File: src/rtl/mem_dbus_if_pkg.sv
// Shared types and constants for the MEM-stage data-bus master.
// The optional watchdog is built when DBUS_TIMEOUT_EN is defined. Its counter
// width comes from watchdog_width().
package mem_dbus_if_pkg;

    // Bus master sequencing states, 2-bit encoded.
    typedef enum logic [1:0] {
        DBUS_IDLE       = 2'b00,
        DBUS_BUSY       = 2'b01,
        DBUS_WAIT_STALL = 2'b10
    } dbus_state_t;

    localparam int                   REG_BUS_W = 32;
    localparam logic [REG_BUS_W-1:0] ZERO_WORD = '0;

    // Position of the MEM stage in the ctrl stall vector.
    localparam int   MEM_STAGE_BIT = 4;
    localparam logic STOP          = 1'b1;
    localparam logic NO_STOP       = 1'b0;

    localparam logic WRITE_ENABLE  = 1'b1;
    localparam logic WRITE_DISABLE = 1'b0;

    // Minimum width of the BUSY watchdog counter.
    localparam int DBUS_TIMEOUT_W = 8;

    // Widen the watchdog beyond its minimum only when the limit needs it.
    function automatic int watchdog_width(input int timeout_cycles);
        int w = $clog2(timeout_cycles);
        return (w > DBUS_TIMEOUT_W) ? w : DBUS_TIMEOUT_W;
    endfunction

endpackage

File: src/rtl/mem_dbus_if.sv
// MEM-stage data-bus master: turns the MEM stage's combinational load/store
// request into one registered Wishbone-style transaction. It requests a stall
// while the access is in flight. It holds the load result while the pipeline
// is frozen, so mem_wb sees the right value and a store is never reissued.
// Define DBUS_TIMEOUT_EN to add a BUSY watchdog that aborts after
// TIMEOUT_CYCLES cycles without an acknowledge.
module mem_dbus_if
    import mem_dbus_if_pkg::*;
#(
    parameter int TIMEOUT_CYCLES = 255
) (
    input  logic                 clk,
    input  logic                 rst,
    input  logic [5:0]           stall,
    input  logic                 flush,
    input  logic                 cpu_ce_i,
    input  logic                 cpu_we_i,
    input  logic [REG_BUS_W-1:0] cpu_addr_i,
    input  logic [3:0]           cpu_sel_i,
    input  logic [REG_BUS_W-1:0] cpu_data_i,
    output logic [REG_BUS_W-1:0] cpu_data_o,
    output logic                 stallreq_o,
    output logic                 bus_cyc_o,
    output logic                 bus_stb_o,
    output logic                 bus_we_o,
    output logic [REG_BUS_W-1:0] bus_adr_o,
    output logic [3:0]           bus_sel_o,
    output logic [REG_BUS_W-1:0] bus_dat_o,
    input  logic [REG_BUS_W-1:0] bus_dat_i,
    input  logic                 bus_ack_i,
    output logic                 bus_timeout_o
);

    // A limit below 2 would abort in the issue cycle's shadow; reject it.
    if (TIMEOUT_CYCLES < 2) begin : g_timeout_param_check
        $error("mem_dbus_if: TIMEOUT_CYCLES must be at least 2");
    end

    dbus_state_t          state_q, state_d;
    logic [REG_BUS_W-1:0] rd_buf_q, rd_buf_d;

    logic mem_held;      // MEM stage frozen by ctrl this cycle
    logic issue;         // launch a new bus cycle at the next edge
    logic retire;        // ack (or watchdog abort) ends the cycle at the next edge
    logic drop;          // flush kills whatever is on the bus
    logic timeout_hit;   // watchdog limit reached in BUSY without ack

    // Only the MEM-stage bit of the stall vector matters here.
    logic unused_stall_bits;
    assign unused_stall_bits = ^{stall[5], stall[3:0]};

    assign mem_held = (stall[MEM_STAGE_BIT] == STOP);

`ifdef DBUS_TIMEOUT_EN
    localparam int                  WDOG_W    = watchdog_width(TIMEOUT_CYCLES);
    localparam logic [WDOG_W-1:0]   WDOG_LAST = WDOG_W'(TIMEOUT_CYCLES - 1);

    logic [WDOG_W-1:0] wdog_q;

    // Watchdog: restart on every issue, count BUSY cycles that go unanswered.
    always_ff @(posedge clk or posedge rst) begin
        if (rst) begin
            wdog_q <= '0;
        end else if (issue) begin
            wdog_q <= '0;
        end else if (state_q == DBUS_BUSY && !bus_ack_i && !flush) begin
            wdog_q <= wdog_q + 1'b1;
        end
    end

    assign timeout_hit = (state_q == DBUS_BUSY) && !bus_ack_i && (wdog_q == WDOG_LAST);
`else
    assign timeout_hit = 1'b0;
`endif

    // State register and read-data buffer.
    always_ff @(posedge clk or posedge rst) begin
        if (rst) begin
            // NOTE: sequential state uses <= so every flop samples pre-edge values.
            state_q  <= DBUS_IDLE;
            rd_buf_q <= ZERO_WORD;
        end else begin
            state_q  <= state_d;
            rd_buf_q <= rd_buf_d;
        end
    end

    // Next state, read-buffer update and the combinational cpu-side outputs.
    always_comb begin
        // NOTE: every output gets a default first so no path leaves it unassigned (no latch).
        state_d       = state_q;
        rd_buf_d      = rd_buf_q;
        issue         = 1'b0;
        retire        = 1'b0;
        drop          = 1'b0;
        cpu_data_o    = ZERO_WORD;
        stallreq_o    = 1'b0;
        bus_timeout_o = 1'b0;

        if (!rst) begin
            if (flush) begin
                // Flush wins over everything, including a same-cycle ack.
                drop     = 1'b1;
                rd_buf_d = ZERO_WORD;
                state_d  = DBUS_IDLE;
            end else begin
                unique case (state_q)
                    DBUS_IDLE: begin
                        if (cpu_ce_i) begin
                            issue      = 1'b1;
                            stallreq_o = 1'b1;
                            state_d    = DBUS_BUSY;
                        end
                    end

                    DBUS_BUSY: begin
                        if (bus_ack_i) begin
                            retire     = 1'b1;
                            rd_buf_d   = (bus_we_o == WRITE_ENABLE) ? ZERO_WORD : bus_dat_i;
                            cpu_data_o = (bus_we_o == WRITE_ENABLE) ? ZERO_WORD : bus_dat_i;
                            state_d    = mem_held ? DBUS_WAIT_STALL : DBUS_IDLE;
                        end else if (timeout_hit) begin
                            // Abort behaves like an ack carrying zero data.
                            retire        = 1'b1;
                            rd_buf_d      = ZERO_WORD;
                            bus_timeout_o = 1'b1;
                            state_d       = mem_held ? DBUS_WAIT_STALL : DBUS_IDLE;
                        end else begin
                            stallreq_o = 1'b1;
                        end
                    end

                    DBUS_WAIT_STALL: begin
                        // Instruction still parked in MEM: replay the captured
                        // result and keep ce from launching a duplicate access.
                        cpu_data_o = rd_buf_q;
                        if (stall[MEM_STAGE_BIT] == NO_STOP) begin
                            state_d = DBUS_IDLE;
                        end
                    end

                    default: begin
                        state_d = DBUS_IDLE;
                    end
                endcase
            end
        end
    end

    // Registered bus outputs; address and data simply hold after the cycle ends.
    always_ff @(posedge clk or posedge rst) begin
        if (rst) begin
            bus_cyc_o <= 1'b0;
            bus_stb_o <= 1'b0;
            bus_we_o  <= WRITE_DISABLE;
            bus_adr_o <= ZERO_WORD;
            bus_sel_o <= 4'b0000;
            bus_dat_o <= ZERO_WORD;
        end else if (drop || retire) begin
            bus_cyc_o <= 1'b0;
            bus_stb_o <= 1'b0;
            bus_we_o  <= WRITE_DISABLE;
            bus_sel_o <= 4'b0000;
        end else if (issue) begin
            bus_cyc_o <= 1'b1;
            bus_stb_o <= 1'b1;
            bus_we_o  <= cpu_we_i;
            bus_adr_o <= cpu_addr_i;
            bus_sel_o <= cpu_sel_i;
            bus_dat_o <= cpu_data_i;
        end
    end

endmodule

File: config.mk
export PLATFORM = sky130hd
export DESIGN_NAME = mem_dbus_if
export DESIGN_NICKNAME = d
export VERILOG_FILES = /design/src/rtl/mem_dbus_if_pkg.sv /design/src/rtl/mem_dbus_if.sv
export SDC_FILE = /design/constraint.sdc
export NUM_CORES = 1
export LEC_CHECK = 0
export ABC_CLOCK_PERIOD_IN_PS = 6220
export BUFFER_PORTS_ARGS = -buffer_cell sky130_fd_sc_hd__buf_2
export CAP_MARGIN = 10
export CORE_MARGIN = 2
export CORE_UTILIZATION = 52
export CTS_BUF_LIST = sky130_fd_sc_hd__clkbuf_4 sky130_fd_sc_hd__clkbuf_8
export CTS_CLUSTER_SIZE = 8
export DETAILED_ROUTE_END_ITERATION = 8
export GPL_TIMING_DRIVEN = 1
export HOLD_SLACK_MARGIN = 0.15
export PLACE_DENSITY = 0.92
export SKIP_CTS_REPAIR_TIMING = 1
export SLEW_MARGIN = 10
export SYNTH_ARGS = -nofsm -noshare
export SYNTH_HDL_FRONTEND = slang
export SYNTH_SLANG_ARGS = --single-unit
File: constraint.sdc
create_clock -name clk -period 6.22 [get_ports clk]
set_clock_uncertainty 0.15 [all_clocks]
set_input_delay 0.622 -clock clk [delete_from_list [all_inputs] [get_ports clk]]
set_output_delay 0.622 -clock clk [all_outputs]
set_load 0.02 [all_outputs]
==> results.md <==
- Antenna violations before repair: 1
- Routed len/inst: 17.87 um
- Via Count: 3,460
- Leading area contributor after synthesis: dfrtp_1
- Detailed Routing Iterations Pass 1: 5
- Register bit count reported by yosys: 104
- Final setup fails: 0
- Slew HR: 22.59%
- Post-route clock period utilization: 53.28%
- Height of the die: 99.50 um
- Met1 wire length: 4.767 mm
- Max Freq: 301.7 MHz
- Crit path max fanout: 31
- Worst-Skew Late Latency: 0.34 ns
- Clock sink total: 104
- CTS max path bufs: 2
- Worst Slack Setup Final: 2.906 ns
- Core ar.: 0.008763 mm2
- CTS tree: yes
- Status: complete, no violations
- Overall routing resource usage: 22.69%
- First-pass GRT wire length: 17.79 mm
- Met2 WL: 5.775 mm
- PD cells: 445.7 mW/mm2
- Post-Syn Instances: 332
- Dpl hpwl: 8.179 mm
- Req. time, crit path: 5.45 ns
- Setup tns final: 0 ns
- Row Count: 34
- Synth top area cells: dfrtp_1, mux2_4, a22o_1
- Max-slew violation count: 0
- Commonest non-fill, non-tap cell in the layout: buf_2
- DR WL met3: 727 um
- Kind of critical path: reg2out
- Synth top area share: 54.88%
- Nets: 644
- Routed Antenna Nets: 0
- WL final: 11.46 mm
- H-Tree Depth: 3
- Min cycle time layout: 3.314 ns
- First-iteration detailed-routing DRC count: 210
- Flop-to-flop setup slack: 3.40 ns
- Distinct cells, synth: 32
- PortBufs: 210
- Largest net degree at the start of global routing: 57
- Vias per inst: 5.398
- Total gr overflow: 0
- CP Capture Type: primary output
- Synthesized area: 0.004742 mm2
- DIE AREA: 0.009899 mm2
- Final Hold Vio Count: 0
- Vias in the first global route: 3,462
- Worst-path clk slew: 0.11 ns
- Placed cells: 624
- Max layer used: met4
- RSZ-0062 raised after global routing: no
- Die width: 99.50 um
- Max cap viols: 0
- Syn Area/Cell: 14.28 um2
- Part of the Yosys area used for sequential elements: 54.88%
- P_leak: 3.056 nW
- Synth Net Count: 449
- Share of post-route cells with drive strength above 1: 55.83%
- Most frequent cells in the layout: buf_2, dfrtp_1, mux2_4, a22o_1, nor2_1
- Worst EP arrival: 2.54 ns
- Worst-Margin Slew: 1.161 ns
- Pre-CTS setup slack: 3.263 ns
- DR DRC count: 0
- Area grow syn2layout: 24.99%
- Fraction of registers with async set/reset: 100.0%
- Worst min-delay path class: in2async
- Initial Util: 54.11%
- Number of top-level pins: 217
- Crit path launch type: flop
- Synth warn: 0
- Ys flop type: dfrtp_1
- RD Place Congestion: 0.7719
- Root buf cell: clkbuf_8
- Non-filler cells, final: 641
- CTS Buf Count: 9
- Peak VDD IR: 180.7 uV
- Post-synth EDFFs: 0
synthesized netlist by cell type, drive strengths merged (2+ instances only):
cell	number
a22oi	31
nand2b	2
a21o	2
nand2	6
a22o	36
clkbuf	10
inv	3
mux2	64
o311ai	2
buf	18
nand4	2
and3b	3
nor2	33
ha	5
dfrtp	104
where the power goes:
part	internal, mW	switching, mW
sequential	0.925	0.147
clock	0.198	0.238
combinational	0.525	0.608
total	1.65	0.993
worst paths after layout:
path                       depth (start not counted)                      from                        end
min in group clk                                   2            cpu_addr_i[16]  bus_adr_o[16]$_DFFE_PP0P_
setup / recovery                                   6    state_q[1]$_DFFE_PP0P_             cpu_data_o[16]
hold reg to reg                                    1  rd_buf_q[31]$_DFFE_PP0P_   rd_buf_q[31]$_DFFE_PP0P_
max in group asynchronous                          3                       rst      bus_stb_o$_DFFE_PP0P_
setup reg to reg                                   6    state_q[1]$_DFFE_PP0P_  bus_adr_o[30]$_DFFE_PP0P_
hold / removal                                     2                       rst   rd_buf_q[23]$_DFFE_PP0P_
logic make-up (layout without fill, tap and decap cells):
logic type      count (synthesis)  in the layout  share of synthesized area, %
compound gates                 76             76                         13.01
fa+ha+maj                       5              5                         1.319
buf+inv                        31            231                         5.330
flops                         104            104                         54.88
mux                            64             64                         20.26
other cells                     1              2                       0.07908
simple gates                   51             51                         5.119
area by class of cell:
type,instances,area [um2]
repair buffers,212,1066
inverters,3,13.76
fillers,601,2836
clock buffers,10,131.4
clock inverters,6,77.57
multi-input cells,197,1898
well taps,108,135.1
diodes,1,2.502
flip-flops and latches,104,2603
stage by stage:
stage	power [mW]	instance area, um2	hold slack (ns)	util, %
after global routing	2.772	5927	0.3119	67.63
after CTS	2.659	5917	0.2770	67.52
after detailed placement	2.213	5708	0.3301	65.13
after floorplan	1.850	4742	0.3164	-
after global placement	2.152	5708	0.3284	65.13
final	2.642	5927	0.2744	67.63
flip-flops by register name, indices dropped and copies added (netlist names):
name,count
bus_stb_o,1
bus_dat_o,32
bus_we_o,1
rd_buf_q,32
state_q,2
bus_sel_o,4
bus_adr_o,32
critical path: stages, from the launching register on:
cell     delay [ns]
dfrtp_1        0.41
inv_1          0.14
ha_1           0.22
and3b_1        0.90
a22oi_1        0.18
nor2_1         0.14
buf_2          0.19
layer usage:
metal,up-vias,GRT usage [%]
met5,-,0
met4,0,5.901
met3,12,4.498
met2,154,39.35
met1,1700,29.37
li1,1594,-
Power figures use the tool's default switching activity.
